[config.mk]
export PLATFORM = sky130hd
export DESIGN_NAME = pipeline_fetch_queue
export DESIGN_NICKNAME = d
export VERILOG_FILES = /design/src/rtl/pipeline_pkg.sv /design/src/rtl/pipeline_fetch_queue.sv
export SDC_FILE = /design/constraint.sdc
export NUM_CORES = 1
export LEC_CHECK = 0
export CORE_ASPECT_RATIO = 1.25
export CORE_MARGIN = 10
export CORE_UTILIZATION = 40
export CTS_CLUSTER_DIAMETER = 30
export DETAILED_ROUTE_END_ITERATION = 12
export DONT_BUFFER_PORTS = 1
export GPL_ROUTABILITY_DRIVEN = 1
export PLACE_DENSITY = 0.6
export SLEW_MARGIN = 20
export SYNTH_ARGS = -nofsm -noshare
export SYNTH_HDL_FRONTEND = slang
export SYNTH_SLANG_ARGS = --single-unit
[constraint.sdc]
create_clock -name clk -period 10.9 [get_ports clk]
set_input_delay 1.09 -clock clk [delete_from_list [all_inputs] [get_ports clk]]
set_output_delay 1.09 -clock clk [all_outputs]
set_load 0.02 [all_outputs]
[src/rtl/pipeline_pkg.sv]
// Types and constants shared between the fetch and decode stages.
package pipeline_pkg;

    localparam logic [31:0] BUBBLE_INSTR = 32'd90;

    typedef struct packed {
        logic [63:0] pc;
        logic [31:0] instr;
    } fetch_entry_t;

endpackage

[src/rtl/pipeline_fetch_queue.sv]
// Fetch-to-decode decoupling queue: circular buffer with valid/ready output and flush.
// Optional zero-latency empty-queue forwarding is enabled by FETCH_QUEUE_BYPASS_EN.
module pipeline_fetch_queue
    import pipeline_pkg::fetch_entry_t;
#(
    parameter int unsigned ADDR_WIDTH   = 64,
    parameter int unsigned DEPTH        = 4,
    parameter logic [31:0] BUBBLE_INSTR = pipeline_pkg::BUBBLE_INSTR
) (
    input  logic                       clk,
    input  logic                       reset,
    input  logic [31:0]                in_instr,
    input  logic [ADDR_WIDTH-1:0]      in_pc,
    output logic                       in_ready,
    input  logic                       flush,
    output logic [31:0]                out_instr,
    output logic [ADDR_WIDTH-1:0]      out_pc,
    output logic                       out_valid,
    input  logic                       out_ready,
    output logic [$clog2(DEPTH):0]     count
);

    localparam int unsigned PTR_W = $clog2(DEPTH);
    localparam int unsigned CNT_W = PTR_W + 1;
    localparam logic [CNT_W-1:0] FULL = CNT_W'(DEPTH);

    fetch_entry_t           mem [DEPTH];
    logic [PTR_W-1:0]       head;
    logic [PTR_W-1:0]       tail;
    logic [CNT_W-1:0]       occ;
    logic                   push_req;
    logic                   wr_en;
    logic                   pop;
    logic                   bypass;

    assign in_ready = (occ != FULL);
    assign push_req = (in_instr != BUBBLE_INSTR);
    assign count    = occ;

`ifdef FETCH_QUEUE_BYPASS_EN
    assign bypass = (occ == '0) && !flush && push_req;
`else
    assign bypass = 1'b0;
`endif

    // A forwarded entry consumed in the same cycle never touches storage.
    assign wr_en = in_ready && push_req && !(bypass && out_ready);
    assign pop   = (occ != '0) && out_ready;

    always_comb begin
        out_valid = 1'b0;
        out_instr = BUBBLE_INSTR;
        out_pc    = '0;
        if (occ != '0) begin
            out_valid = 1'b1;
            out_instr = mem[head].instr;
            out_pc    = ADDR_WIDTH'(mem[head].pc);
        end else if (bypass) begin
            out_valid = 1'b1;
            out_instr = in_instr;
            out_pc    = in_pc;
        end
    end

    always_ff @(posedge clk or negedge reset) begin
        if (!reset) begin
            head <= '0;
            tail <= '0;
            occ  <= '0;
        end else if (flush) begin
            head <= '0;
            tail <= '0;
            occ  <= '0;
        end else begin
            if (wr_en)
                tail <= tail + PTR_W'(1);
            if (pop)
                head <= head + PTR_W'(1);
            occ <= occ + CNT_W'(wr_en) - CNT_W'(pop);
        end
    end

    // Storage needs no reset: occupancy alone decides what is visible.
    always_ff @(posedge clk) begin
        if (wr_en && !flush)
            mem[tail] <= '{pc: 64'(in_pc), instr: in_instr};
    end

endmodule

==> results_dict.tcl <==
set metrics [dict create \
    viasPerCell 5.27 \
    wl_met1_um 11400 \
    cts_setup_buffers 0 \
    grt_pass1_vias 7363 \
    track_usage_pct 13.8 \
    htree_levels 3 \
    highest-signal-layer "met4" \
    tns_ns 0 \
    status "finished, final reports clean" \
    seq_area_frac_synth_pct 78.1 \
    numClockSinks 391 \
    routedWlPerCell_um 25.0 \
    finalHoldViolCount 0 \
    worst_slew_pin_slew_ns 1.09 \
    arrival_ns 2.94 \
    yosysWarnings 0 \
    syn_nets 770 \
    async_reset_ff_share_pct 1.79 \
    antenna_found_initial 0 \
    overflow 0 \
    synthCells 663 \
    max-clock-path-buffers 3 \
    remaining_drc_errors 0 \
    die_width_um 193 \
    postSynthAreaPerCell_um2 22.6 \
    fin_skew_ns 0.0211 \
    syn_area_um2 15000 \
    cts_made_buffers 68 \
    path_class "flop to output port" \
    coreArea_um2 37200 \
    vdd_drop_max_mv 0.162 \
    vias 6610 \
    holdBufCountCts 0 \
    power_density_nw_per_um2 304 \
    clk_latency_ns 0.57 \
    dieArea_um2 45700 \
    dp_hpwl_um 18900 \
    io_buffers 0 \
    drive_gt1_share_pct 29.2 \
    antenna_cells 0 \
    wl_um 31400 \
    synth_ff_type "edfxtp_1" \
    slew_headroom_pct 27.6 \
    finalNetCount 819 \
    cts_tree "yes" \
    setup_viol 0 \
    clk_pin_slew_ns 0.05 \
    hold_class "input pin to asynchronous set/reset pin" \
    finalCritPeriodShare_pct 36.9 \
    gp_routability_congestion 0.698 \
    start_kind "flop" \
    fmax_mhz 248 \
    period_minus_slack_ns 4.03 \
    drtAntennaViolNets 0 \
    fin_cells 1254 \
    rows 79 \
    cp_data_required_time_ns 9.81 \
    drv_cap 0 \
    end_kind "output port" \
    drt_pass1_iterations 4 \
    postCtsResizedCells 0 \
    route.met2.wl_um 16800 \
    area_growth_syn_to_layout_pct 19.2 \
    start_util_pct 40.3 \
    yosys_register_bits 391 \
    synth_enable_flop_cells 384 \
    dp_cells 1128 \
    rsz0062_at_grt "false" \
    slew_violations 0 \
    synth.distinct_cells 29 \
    wl_met3_um 2540 \
    grt_pass1_wl_um 47100 \
    grt_max_degree 65 \
    die_h_um 236 \
    drt-initial-drc-count 382 \
    cts_root_buf "clkbuf_16" \
    ioPinCount 201 \
    worstPathMaxFanout 51 \
    p_leak_nw 5.68 \
]
report_power, final:
part	total (mW)	switching [mW]	internal, mW	leakage, nW
clock network	2.11	0.734	1.37	1.11
logic	1.31	0.885	0.427	0.965
registers	2.02	0.0805	1.94	3.61
total	5.44	1.70	3.74	5.68
layout make-up:
cell class / instances / area [µm²]
Inverter: 5 / 18.8
Timing Repair Buffer: 12 / 93.8
Tap cell: 486 / 608
Fill cell: 3046 / 19300
Clock buffer: 77 / 1760
Clock inverter: 49 / 579
Multi-Input combinational cell: 234 / 3110
Sequential cell: 391 / 11700
layer usage:
metal | GRT usage (%) | vias to the layer above
met5 | 0 | -
met4 | 5.39 | 0
met3 | 5.29 | 52
met2 | 23.4 | 203
met1 | 15.3 | 3512
li1 | - | 2843
synthesized netlist by cell type (2+ instances only):
cell type  count  area [µm²]
and2_1        93         582
buf_2         12        60.1
buf_6          3        33.8
clkbuf_1      16        60.1
dfrtp_1        7         175
edfxtp_1     384       11500
ha_1           6        75.1
inv_1          5        18.8
mux4_2        96        2160
nand2b_1       2        12.5
nand4_1        2        12.5
nor2_1         7        26.3
nor3b_1        4        30.0
nor4_1         5        31.3
nor4b_1        2        17.5
or2_1          4        25.0
xnor2_1        2        17.5
xor2_1         2        17.5
cells in the final DEF, fill, tap and decap left out, types with 4 or more instances in the layout:
master / netlist / final
ha_1: 6 / 6
nor2_1: 7 / 7
inv_1: 5 / 4
clkinvlp_4: 0 / 7
nor3b_2: 0 / 4
or2_1: 4 / 4
buf_4: 1 / 11
nor4_1: 5 / 5
mux4_2: 96 / 96
edfxtp_1: 384 / 384
and2_1: 93 / 93
inv_6: 0 / 7
clkinv_1: 0 / 11
clkbuf_16: 0 / 69
dfrtp_1: 7 / 5
clkinv_4: 0 / 10
bufinv_16: 0 / 8
clkbuf_1: 16 / 8
worst paths after layout:
path | startpoint | end | slack, ns | cells after the start
worst max-delay path | count[1] | out_pc[58] | 6.87 | 4
worst min-delay path | reset | count[1] | 0.21 | 0
worst max register to register | count[1] | count[2] | 7.16 | 12
worst min register to register | tail[1] | tail[1] | 0.61 | 2
max in group asynchronous | reset | head[1] | 10.59 | 0
min in group clk | flush | count[2] | 0.58 | 1
state kept, by name (all words and copies together), names as in the netlist:
name   flops
count      3
head       2
mem      384
tail       2
worst max-delay path, cell delays in order (launching register included):
cell     delay (ns)
dfrtp_1        0.57
nor3_1         0.20
inv_2          0.59
buf_4          0.56
and2_1         0.37
kinds of logic (layout without fill, tap and decap cells):
kind of cell,Yosys count,after routing,synth area share (%)
flip-flops,391,391,78.1
AND/OR/NAND/NOR,124,124,5.11
buffers and inverters,38,143,1.34
adder cells (fa/ha/maj),7,7,0.634
XOR/XNOR,4,4,0.234
AO/OA/AOI/OAI,1,1,0.0584
multiplexers,98,98,14.6
through the flow:
step | total power, mW | area [µm²] | utilization [%] | hold slack [ns] | setup WS [ns]
6_report | 5.44 | 17900 | 48.1 | 0.207 | 6.87
4_1_cts | 5.53 | 17900 | 48.1 | 0.176 | 6.73
5_1_grt | 5.68 | 17900 | 48.1 | 0.180 | 6.58
3_5_place_dp | 3.41 | 15500 | 41.8 | 0.600 | 7.11
2_1_floorplan | 3.14 | 15000 | - | 0.557 | 1.74
3_3_place_gp | 3.37 | 15500 | 41.8 | 0.572 | 7.21
No activity file was read; power rests on OpenSTA's default activity.
